===== config.mk =====
export PLATFORM = sky130hd
export DESIGN_NAME = booth_radix4_seq_mult
export DESIGN_NICKNAME = d
export VERILOG_FILES = /design/src/rtl/booth_radix4_seq_mult.sv
export SDC_FILE = /design/constraint.sdc
export NUM_CORES = 1
export LEC_CHECK = 0
export CORE_MARGIN = 2
export CORE_UTILIZATION = 40
export DETAILED_ROUTE_END_ITERATION = 7
export PLACE_DENSITY = 0.71
export SLEW_MARGIN = 20
export SYNTH_ARGS = -nofsm -noshare
export SYNTH_HDL_FRONTEND = slang
export SYNTH_SLANG_ARGS = --single-unit
export TNS_END_PERCENT = 50

===== constraint.sdc =====
create_clock -name clk -period 2.9 [get_ports clk]
set_input_delay 0.29 -clock clk [delete_from_list [all_inputs] [get_ports clk]]
set_output_delay 0.29 -clock clk [all_outputs]
set_load 0.01 [all_outputs]

===== src/rtl/booth_radix4_seq_mult.sv =====
// booth_radix4_seq_mult
// Multi-cycle radix-4 Booth multiplier with valid/ready handshakes.
// Each transaction latches m, q and signed_mode. The block then retires two
// multiplier bits per clock over ITER steps and presents the product until
// the consumer takes it.
//
// Ports:
//   clk          system clock, rising edge
//   rst          asynchronous active-high reset
//   in_valid     operands m, q, signed_mode are valid
//   in_ready     block can accept operands (IDLE and not in reset)
//   m, q         multiplicand / multiplier, WIDTH bits
//   signed_mode  1 = two's complement operands, 0 = unsigned operands
//   out_valid    product is valid (DONE)
//   out_ready    consumer accepts the product
//   product      2*WIDTH-bit result, held while out_valid && !out_ready
//   busy         high in CALC or DONE
module booth_radix4_seq_mult #(
    parameter int WIDTH = 8
) (
    input  logic                 clk,
    input  logic                 rst,
    input  logic                 in_valid,
    output logic                 in_ready,
    input  logic [WIDTH-1:0]     m,
    input  logic [WIDTH-1:0]     q,
    input  logic                 signed_mode,
    output logic                 out_valid,
    input  logic                 out_ready,
    output logic [2*WIDTH-1:0]   product,
    output logic                 busy
);

    localparam int ITER = WIDTH / 2 + 1;
    localparam int MW   = WIDTH + 2;   // extended operand width
    localparam int AW   = WIDTH + 4;   // accumulator width, headroom for 2M
    localparam int QW   = WIDTH + 3;   // extended multiplier plus q[-1]
    localparam int SW   = $clog2(ITER + 1);

    typedef enum logic [1:0] {
        S_IDLE = 2'd0,
        S_CALC = 2'd1,
        S_DONE = 2'd2
    } state_t;

    state_t                r_state;
    state_t                w_next_state;
    logic [MW-1:0]         r_m;
    logic [AW-1:0]         r_acc;
    logic [QW-1:0]         r_q;
    logic [SW-1:0]         r_step;
    logic [2*WIDTH-1:0]    r_product;

    logic [AW-1:0]         w_sum;
    logic [AW-1:0]         w_acc_next;
    logic [QW-1:0]         w_q_next;
    logic [2*WIDTH-1:0]    w_result;
    logic                  w_last_step;
    logic [MW-1:0]         w_m_ext;
    logic [MW-1:0]         w_q_ext;

    // Booth recoding of one triplet into a sign-extended addend of 0, +-M, +-2M.
    function automatic logic [AW-1:0] booth_addend(input logic [2:0] trip,
                                                   input logic [MW-1:0] mx);
        logic [AW-1:0] m1;
        logic [AW-1:0] m2;
        m1 = {{2{mx[MW-1]}}, mx};
        m2 = {mx[MW-1], mx, 1'b0};
        case (trip)
            3'b001, 3'b010: booth_addend = m1;
            3'b011:         booth_addend = m2;
            3'b100:         booth_addend = (~m2) + {{(AW-1){1'b0}}, 1'b1};
            3'b101, 3'b110: booth_addend = (~m1) + {{(AW-1){1'b0}}, 1'b1};
            default:        booth_addend = {AW{1'b0}};
        endcase
    endfunction

    // Operand extension chosen by the mode presented at the accept edge.
    assign w_m_ext = signed_mode ? {{2{m[WIDTH-1]}}, m} : {2'b00, m};
    assign w_q_ext = signed_mode ? {{2{q[WIDTH-1]}}, q} : {2'b00, q};

    // One Booth step: add, then shift {acc, q} arithmetically right by two.
    assign w_sum       = r_acc + booth_addend(r_q[2:0], r_m);
    assign w_acc_next  = {{2{w_sum[AW-1]}}, w_sum[AW-1:2]};
    assign w_q_next    = {w_sum[1:0], r_q[QW-1:2]};
    assign w_last_step = (r_step == SW'(ITER - 1));
    // After 2*ITER shifts the product's low WIDTH+2 bits sit in r_q above q[-1].
    assign w_result    = {w_acc_next[WIDTH-3:0], w_q_next[QW-1:1]};

    // State register.
    always_ff @(posedge clk or posedge rst) begin
        if (rst) begin
            r_state <= S_IDLE;
        end else begin
            r_state <= w_next_state;
        end
    end

    // Next-state logic.
    always_comb begin
        w_next_state = r_state;
        case (r_state)
            S_IDLE: begin
                if (in_valid) begin
                    w_next_state = S_CALC;
                end else begin
                    w_next_state = S_IDLE;
                end
            end
            S_CALC: begin
                if (w_last_step) begin
                    w_next_state = S_DONE;
                end else begin
                    w_next_state = S_CALC;
                end
            end
            S_DONE: begin
                if (out_ready) begin
                    w_next_state = S_IDLE;
                end else begin
                    w_next_state = S_DONE;
                end
            end
            default: w_next_state = S_IDLE;
        endcase
    end

    // Datapath: operand latch, Booth iteration and product capture.
    always_ff @(posedge clk or posedge rst) begin
        if (rst) begin
            r_m       <= {MW{1'b0}};
            r_acc     <= {AW{1'b0}};
            r_q       <= {QW{1'b0}};
            r_step    <= {SW{1'b0}};
            r_product <= {(2*WIDTH){1'b0}};
        end else begin
            case (r_state)
                S_IDLE: begin
                    if (in_valid) begin
                        r_m    <= w_m_ext;
                        r_q    <= {w_q_ext, 1'b0};
                        r_acc  <= {AW{1'b0}};
                        r_step <= {SW{1'b0}};
                    end
                end
                S_CALC: begin
                    r_acc  <= w_acc_next;
                    r_q    <= w_q_next;
                    r_step <= r_step + {{(SW-1){1'b0}}, 1'b1};
                    if (w_last_step) begin
                        r_product <= w_result;
                    end
                end
                default: begin
                    r_step <= r_step;
                end
            endcase
        end
    end

    // Status decodes come straight from the state register, so a reset clears
    // out_valid and busy without waiting for a clock edge.
    assign in_ready  = (r_state == S_IDLE) && !rst;
    assign out_valid = (r_state == S_DONE);
    assign busy      = (r_state != S_IDLE);
    assign product   = r_product;

endmodule

# Yosys cells after proc, flatten, opt, wreduce, memory -nomap -nowiden
# Cells that the tools add are included.
[totals] ff_bits=54 input_bits=21 out_inout_bits=19 wordCells=45
[op_classes] n_addsub=4 n_eq_ne=10 mux=13 bitwise=2 reduce_logical=10
[op_table] operator="case mux 12 bit (4 select lines)" count=1
[op_table] operator="adder 12 x 1 -> 12 bit (second input constant)" count=2
[op_table] operator="inverter 12 bit" count=2
[op_table] operator="case mux 12 bit (2 select lines)" count=1
[op_table] operator="case mux 11 bit (2 select lines)" count=1
[op_table] operator="two-way mux 10 bit" count=2
[op_table] operator="adder 12 bit" count=1
[op_table] operator="equality test 3 bit (second input constant)" count=4
[op_table] operator="two-way mux 12 bit" count=1
[op_table] operator="two-way mux 11 bit" count=1
[op_table] operator="equality test 3 x 2 -> 1 bit (second input constant)" count=2
[op_table] operator="case mux 2 bit (3 select lines)" count=1
[op_table] operator="case mux 3 bit (2 select lines)" count=1
[op_table] operator="AND reduction 2 bit" count=3
[op_table] operator="two-way mux 2 bit" count=2
[op_table] operator="nonzero test 2 bit" count=2
[op_table] operator="OR reduction 2 bit" count=2
[op_table] operator="adder 3 x 1 -> 3 bit (second input constant)" count=1
[op_table] operator="equality test 3 x 1 -> 1 bit (second input constant)" count=1
[op_table] operator="two-way mux 3 bit" count=1
[op_table] operator="equality test 2 x 1 -> 1 bit (second input constant)" count=1
[op_table] operator="equality test 2 bit (second input constant)" count=1
[op_table] operator="zero test 2 bit" count=1
[op_table] operator="!= test 2 bit (second input constant)" count=1
[op_table] operator="other kinds (3)" count=3

# Logic depth before layout (Yosys ltp)
[logic_depth] word_depth=5 mapped_depth=15 ltp_nobuf=15

# Worst setup path after synthesis
# Ideal clock, no wire load.
[synth_timing] path_kind="reg2reg" start="register r_m[0]" end="register r_acc[10]" setup_ns=0.069 arrival_time_ns=2.966 slack_ns=-0.134 stages_incl_launch_ff=16 synth_period_minus_slack_ns=3.034 cell_sequence="dfrtp_1 > inv_1 > ha_1 > nand2_1 > or3_1 > nand2_1 > xor2_1 > o32a_1 > o221ai_1 > ha_1 > o21ai_0 > a32oi_1 > o221ai_1 > xnor2_1 > or3_1 > nand3_1"
[synth_between] elab_chain_cells=5
[synth_rtl] element="start: declaration" line="48" text="logic [MW-1:0] r_m;"
[synth_rtl] element="start signal: assignment" line="131" text="r_m <= {MW{1'b0}};"
[synth_rtl] element="start signal: assignment" line="140" text="r_m <= w_m_ext;"
[synth_rtl] element="inverter 12 bit (on tied branches)" line="73, 72"
[synth_rtl] element="adder 12 x 1 -> 12 bit (on tied branches)" line="73, 72"
[synth_rtl] element="case mux 12 bit (4 select lines) (*)" line="69" text="case (trip)"
[synth_rtl] element="adder 12 bit (*)" line="83" text="assign w_sum = r_acc + booth_addend(r_q[2:0], r_m);"
[synth_rtl] element="case mux 12 bit (2 select lines) (*)" line="137" text="case (r_state)"
[synth_rtl] element="end signal: assignment" line="132" text="r_acc <= {AW{1'b0}};"
[synth_rtl] element="end signal: assignment" line="142" text="r_acc <= {AW{1'b0}};"
[synth_rtl] element="end signal: assignment" line="147" text="r_acc <= w_acc_next;"
[synth_rtl] element="end: declaration" line="49" text="logic [AW-1:0] r_acc;"
# Every way passes the cells marked *; elsewhere a longest branch is shown, timed or not.
# A chain may end at the register's enable or synchronous reset.

# Worst setup path after layout
[layout_timing] start="register r_m[3]" end="register r_acc[10]"
# The elaborated chain is that of the path after synthesis.

==> flow_summary.json <==
{
  "routed-via-count": 2763,
  "post_synth_inst_count": 336,
  "period_minus_slack_ns": 2.97,
  "grt_pass1_wl_um": 12900,
  "setup_ws_ns": -0.0691,
  "cp_slowest_stage_delay_ns": 0.61,
  "hold_slack_ns": 0.484,
  "syn_to_final_growth_pct": 39.6,
  "most_repeated_cell_in_the_gate_level_netlist_after_synthesis": "sky130_fd_sc_hd__nand2_1",
  "ys.flop_type": "sky130_fd_sc_hd__dfrtp_1",
  "effective_utilization_at_floorplan_pct": 41.7,
  "drt-wirelength-per-cell_um": 14.5,
  "finalSetupViolCount": 2,
  "detailed_place_hpwl_um": 5520,
  "r2r-start": "r_m[3]$_DFFE_PP0P_",
  "synthTopCellsByArea": "sky130_fd_sc_hd__dfrtp_1 (42%), sky130_fd_sc_hd__nand2_1 (7.5%), sky130_fd_sc_hd__o21ai_0 (6.6%), sky130_fd_sc_hd__ha_1 (5.8%), sky130_fd_sc_hd__mux2_2 (5.6%)",
  "final_nets": 466,
  "floorplan_core_area_um2": 7290,
  "drt_wl_total_um": 7660,
  "asyncSetResetFlopFracSynth_pct": 100,
  "cp.arrival_ns": 3.21,
  "clock.fmax_ghz": 0.337,
  "status": "finished with violations",
  "timing.critical_path.cells": "or4_4 -> nor2_4 -> nand2_2 -> a211o_1 -> o41ai_2 -> ha_1 -> a21oi_4 -> nand2_2 -> o221ai_2 -> xnor2_1 -> or3_1 -> nand3_1",
  "critPathLaunch": "r_m[3]$_DFFE_PP0P_",
  "vdd_drop_max_mv": 0.652,
  "cp-start-kind": "flop",
  "cell_type_with_the_highest_occurrence_count_on_the_critical_path": "sky130_fd_sc_hd__nand2_2",
  "cts-htree-levels": 2,
  "drt_pass1_iterations": 4,
  "die_width_um": 91.2,
  "ctsHoldBuffers": 0,
  "drt_drc_violations_left": 0,
  "synth_largest_type_area_fraction_pct": 42.0,
  "drive_gt1_share_pct": 28.8,
  "fin_total_pwr_mw": 5.77,
  "drt-initial-drc-count": 113,
  "clk_path_buf_depth": 2,
  "cts_inserted_buffers": 5,
  "hp-start": "product[12]$_DFFE_PP0P_",
  "ys_seq_area_share_pct": 42.0,
  "timing.slew.headroom_pct": 52.5,
  "p_leak_nw": 1.90,
  "hold_viol_final": 0,
  "yosys_warnings": 0,
  "grtUsageTotal_pct": 18.7,
  "cpMaxStageDelayCell": "sky130_fd_sc_hd__or4_4",
  "top_level_ports": 40,
  "clkSinkCount": 51,
  "failed_checks": "negative setup slack",
  "yosys_register_bits": 51,
  "timing.critical_path.buf_inv": 0,
  "timing_worst_setup_path_type": "flop to flop",
  "setup_repair_after_global_routing_missed_its_margin": "yes",
  "post-synth-top-area-cell": "sky130_fd_sc_hd__dfrtp_1",
  "synth-edff-count": 0,
  "postSynthAreaPerCell_um2": 9.05,
  "first_global_vias": 2735,
  "clk-insertion-delay-late_ns": 0.30,
  "placement.cell_area_um2": 3950,
  "timing_max_transition_violations_final": 0,
  "io_buffer_count": 39,
  "maxCapViolations": 0,
  "post_drt_via_cell_ratio": 5.22,
  "synthesis.nets": 372,
  "utilization_pct": 58.2,
  "final_antenna_net_count": 0,
  "row_count": 31,
  "diodes": 0,
  "die_y_um": 91.2,
  "pwr_density_cell_nw_per_um2": 1360,
  "cts_tree": "done",
  "final_design_area_no_fill_um2": 4240,
  "cts_root_buf": "sky130_fd_sc_hd__clkbuf_8",
  "min_period_over_period_pct": 102,
  "top_post_synthesis_cells_by_count": "sky130_fd_sc_hd__nand2_1 (61), sky130_fd_sc_hd__dfrtp_1 (51), sky130_fd_sc_hd__o21ai_0 (40)",
  "critPathTopFamily": "simple AND/OR/NAND/NOR gates",
  "globalRoute.totalOverflow": 0,
  "worstSetupEndpointType": "flop",
  "worstPathMaxFanout": 5,
  "place.gp.congestion": 0.885,
  "post_synth_instance_area_um2": 3040,
  "design.die.area_um2": 8310,
  "unique_masters_post_synth": 46,
  "worst_clock_skew_ns": 0.00771,
  "min-delay-path-class": "flop to flop",
  "grt_antenna_before_repair": 0,
  "clk_pin_slew_worst_paths_ns": 0.10,
  "largest_net_degree_at_the_start_of_global_routing": 52,
  "cp_required_ns": 3.14,
  "finalSetupTns_ns": -0.130,
  "tightest_slew_ns": 0.713
}
-- cell type report --
class / count / area [µm²]
Multi-Input combinational cell: 254 / 1810
Tap cell: 99 / 124
Sequential cell: 51 / 1280
Timing Repair Buffer: 103 / 875
Clock buffer: 6 / 72.6
Inverter: 15 / 56.3
Fill cell: 648 / 3050
Clock inverter: 1 / 30.0
-- power breakdown --
group	switching [mW]	total, mW	internal, mW
clock	0.240	0.493	0.254
sequential	0.277	1.34	1.06
combinational	1.93	3.93	2.00
total	2.45	5.77	3.32
-- per-layer routing --
layer  track usage [%]  wire length (µm)  part of all wire, %  vias up
met5                 0                 0                    0        -
met4              6.44               195                  2.5        0
met3              2.74               319                  4.2       14
met2              30.2              3670                   48       64
met1              25.7              3470                   45     1317
li1                  -                 -                    -     1368
-- metrics by stage --
| step | setup slack (ns) | cells |
|---|---|---|
| 5_1_grt | -0.215 | 529 |
| 3_5_place_dp | -0.189 | 516 |
| 6_report | -0.0691 | 529 |
| 4_1_cts | -0.0147 | 528 |
| 2_1_floorplan | -0.0721 | 336 |
| 3_3_place_gp | -0.147 | 516 |
-- timing repair --
| item | CTS | global route |
|---|---|---|
| pin swaps | 27 | 8 |
| buffers inserted | 6 | 1 |
| endpoints found under the setup margin | 5 | 8 |
| gates resized for setup | 32 | 11 |
-- registers in the layout, indices dropped and copies added, names as in the netlist --
signal / cells
r_step: 3
r_q: 11
product: 16
r_acc: 10
r_m: 9
r_state: 2
-- cells by family after synthesis --
kind of cell	count (synthesis)	synth area share, %
and+or+nand+nor	114	17.0
AOI/OAI and AO/OA	85	17.4
DFF	51	42.0
buffers and inverters	31	4.12
muxes	24	8.52
xor gates and xnor gates	16	4.61
adders and majority gates	15	6.42
-- tightest hold or removal path: stages (launching register included) --
cell and delay, ns:
sky130_fd_sc_hd__dfrtp_1 0.35, sky130_fd_sc_hd__nand2_1 0.04, sky130_fd_sc_hd__o21ai_0 0.06
-- worst paths after layout --
check / end / slack, ns / cells after the start
setup / recovery: r_acc[10]$_DFFE_PP0P_ / -0.07 / 12
hold / removal: product[12]$_DFFE_PP0P_ / 0.48 / 2
setup reg to reg: r_acc[10]$_DFFE_PP0P_ / -0.07 / 12
hold reg to reg: product[12]$_DFFE_PP0P_ / 0.48 / 2
max in group asynchronous: r_m[2]$_DFFE_PP0P_ / 1.90 / 3
min in group asynchronous: r_acc[10]$_DFFE_PP0P_ / 0.54 / 3
-- cell usage in the layout (no fill, tap or decap), types with 2 or more instances in the layout --
cell | synthesis | routed
sky130_fd_sc_hd__inv_2 | 0 | 3
sky130_fd_sc_hd__dfrtp_1 | 51 | 49
sky130_fd_sc_hd__mux2_2 | 15 | 15
sky130_fd_sc_hd__xnor2_1 | 10 | 9
sky130_fd_sc_hd__dfrtp_2 | 0 | 2
sky130_fd_sc_hd__buf_4 | 0 | 63
sky130_fd_sc_hd__inv_1 | 15 | 12
sky130_fd_sc_hd__nand2_2 | 0 | 6
sky130_fd_sc_hd__nor2_1 | 21 | 16
sky130_fd_sc_hd__o21ai_1 | 0 | 8
sky130_fd_sc_hd__clkbuf_8 | 0 | 5
sky130_fd_sc_hd__a21oi_1 | 6 | 4
sky130_fd_sc_hd__nand2_1 | 61 | 55
sky130_fd_sc_hd__nor2b_1 | 3 | 3
sky130_fd_sc_hd__nor2_2 | 0 | 3
sky130_fd_sc_hd__xor2_1 | 6 | 5
sky130_fd_sc_hd__mux2i_1 | 9 | 9
sky130_fd_sc_hd__o21a_1 | 2 | 2
sky130_fd_sc_hd__and3_1 | 3 | 3
sky130_fd_sc_hd__ha_1 | 14 | 11
sky130_fd_sc_hd__o31ai_1 | 2 | 2
sky130_fd_sc_hd__nand3_1 | 9 | 8
sky130_fd_sc_hd__a211o_1 | 2 | 2
sky130_fd_sc_hd__nand2b_1 | 4 | 4
sky130_fd_sc_hd__a211oi_2 | 0 | 2
sky130_fd_sc_hd__clkdlybuf4s50_1 | 0 | 39
sky130_fd_sc_hd__a21o_1 | 3 | 3
sky130_fd_sc_hd__ha_4 | 0 | 2
sky130_fd_sc_hd__o21ai_0 | 40 | 31
sky130_fd_sc_hd__nor2_4 | 0 | 2
sky130_fd_sc_hd__a21boi_1 | 0 | 2
sky130_fd_sc_hd__nor3_1 | 4 | 3
sky130_fd_sc_hd__a22oi_1 | 4 | 4
sky130_fd_sc_hd__o211ai_1 | 2 | 2
sky130_fd_sc_hd__o22ai_1 | 7 | 7
Note: power is estimated with default switching activity, not from simulation.
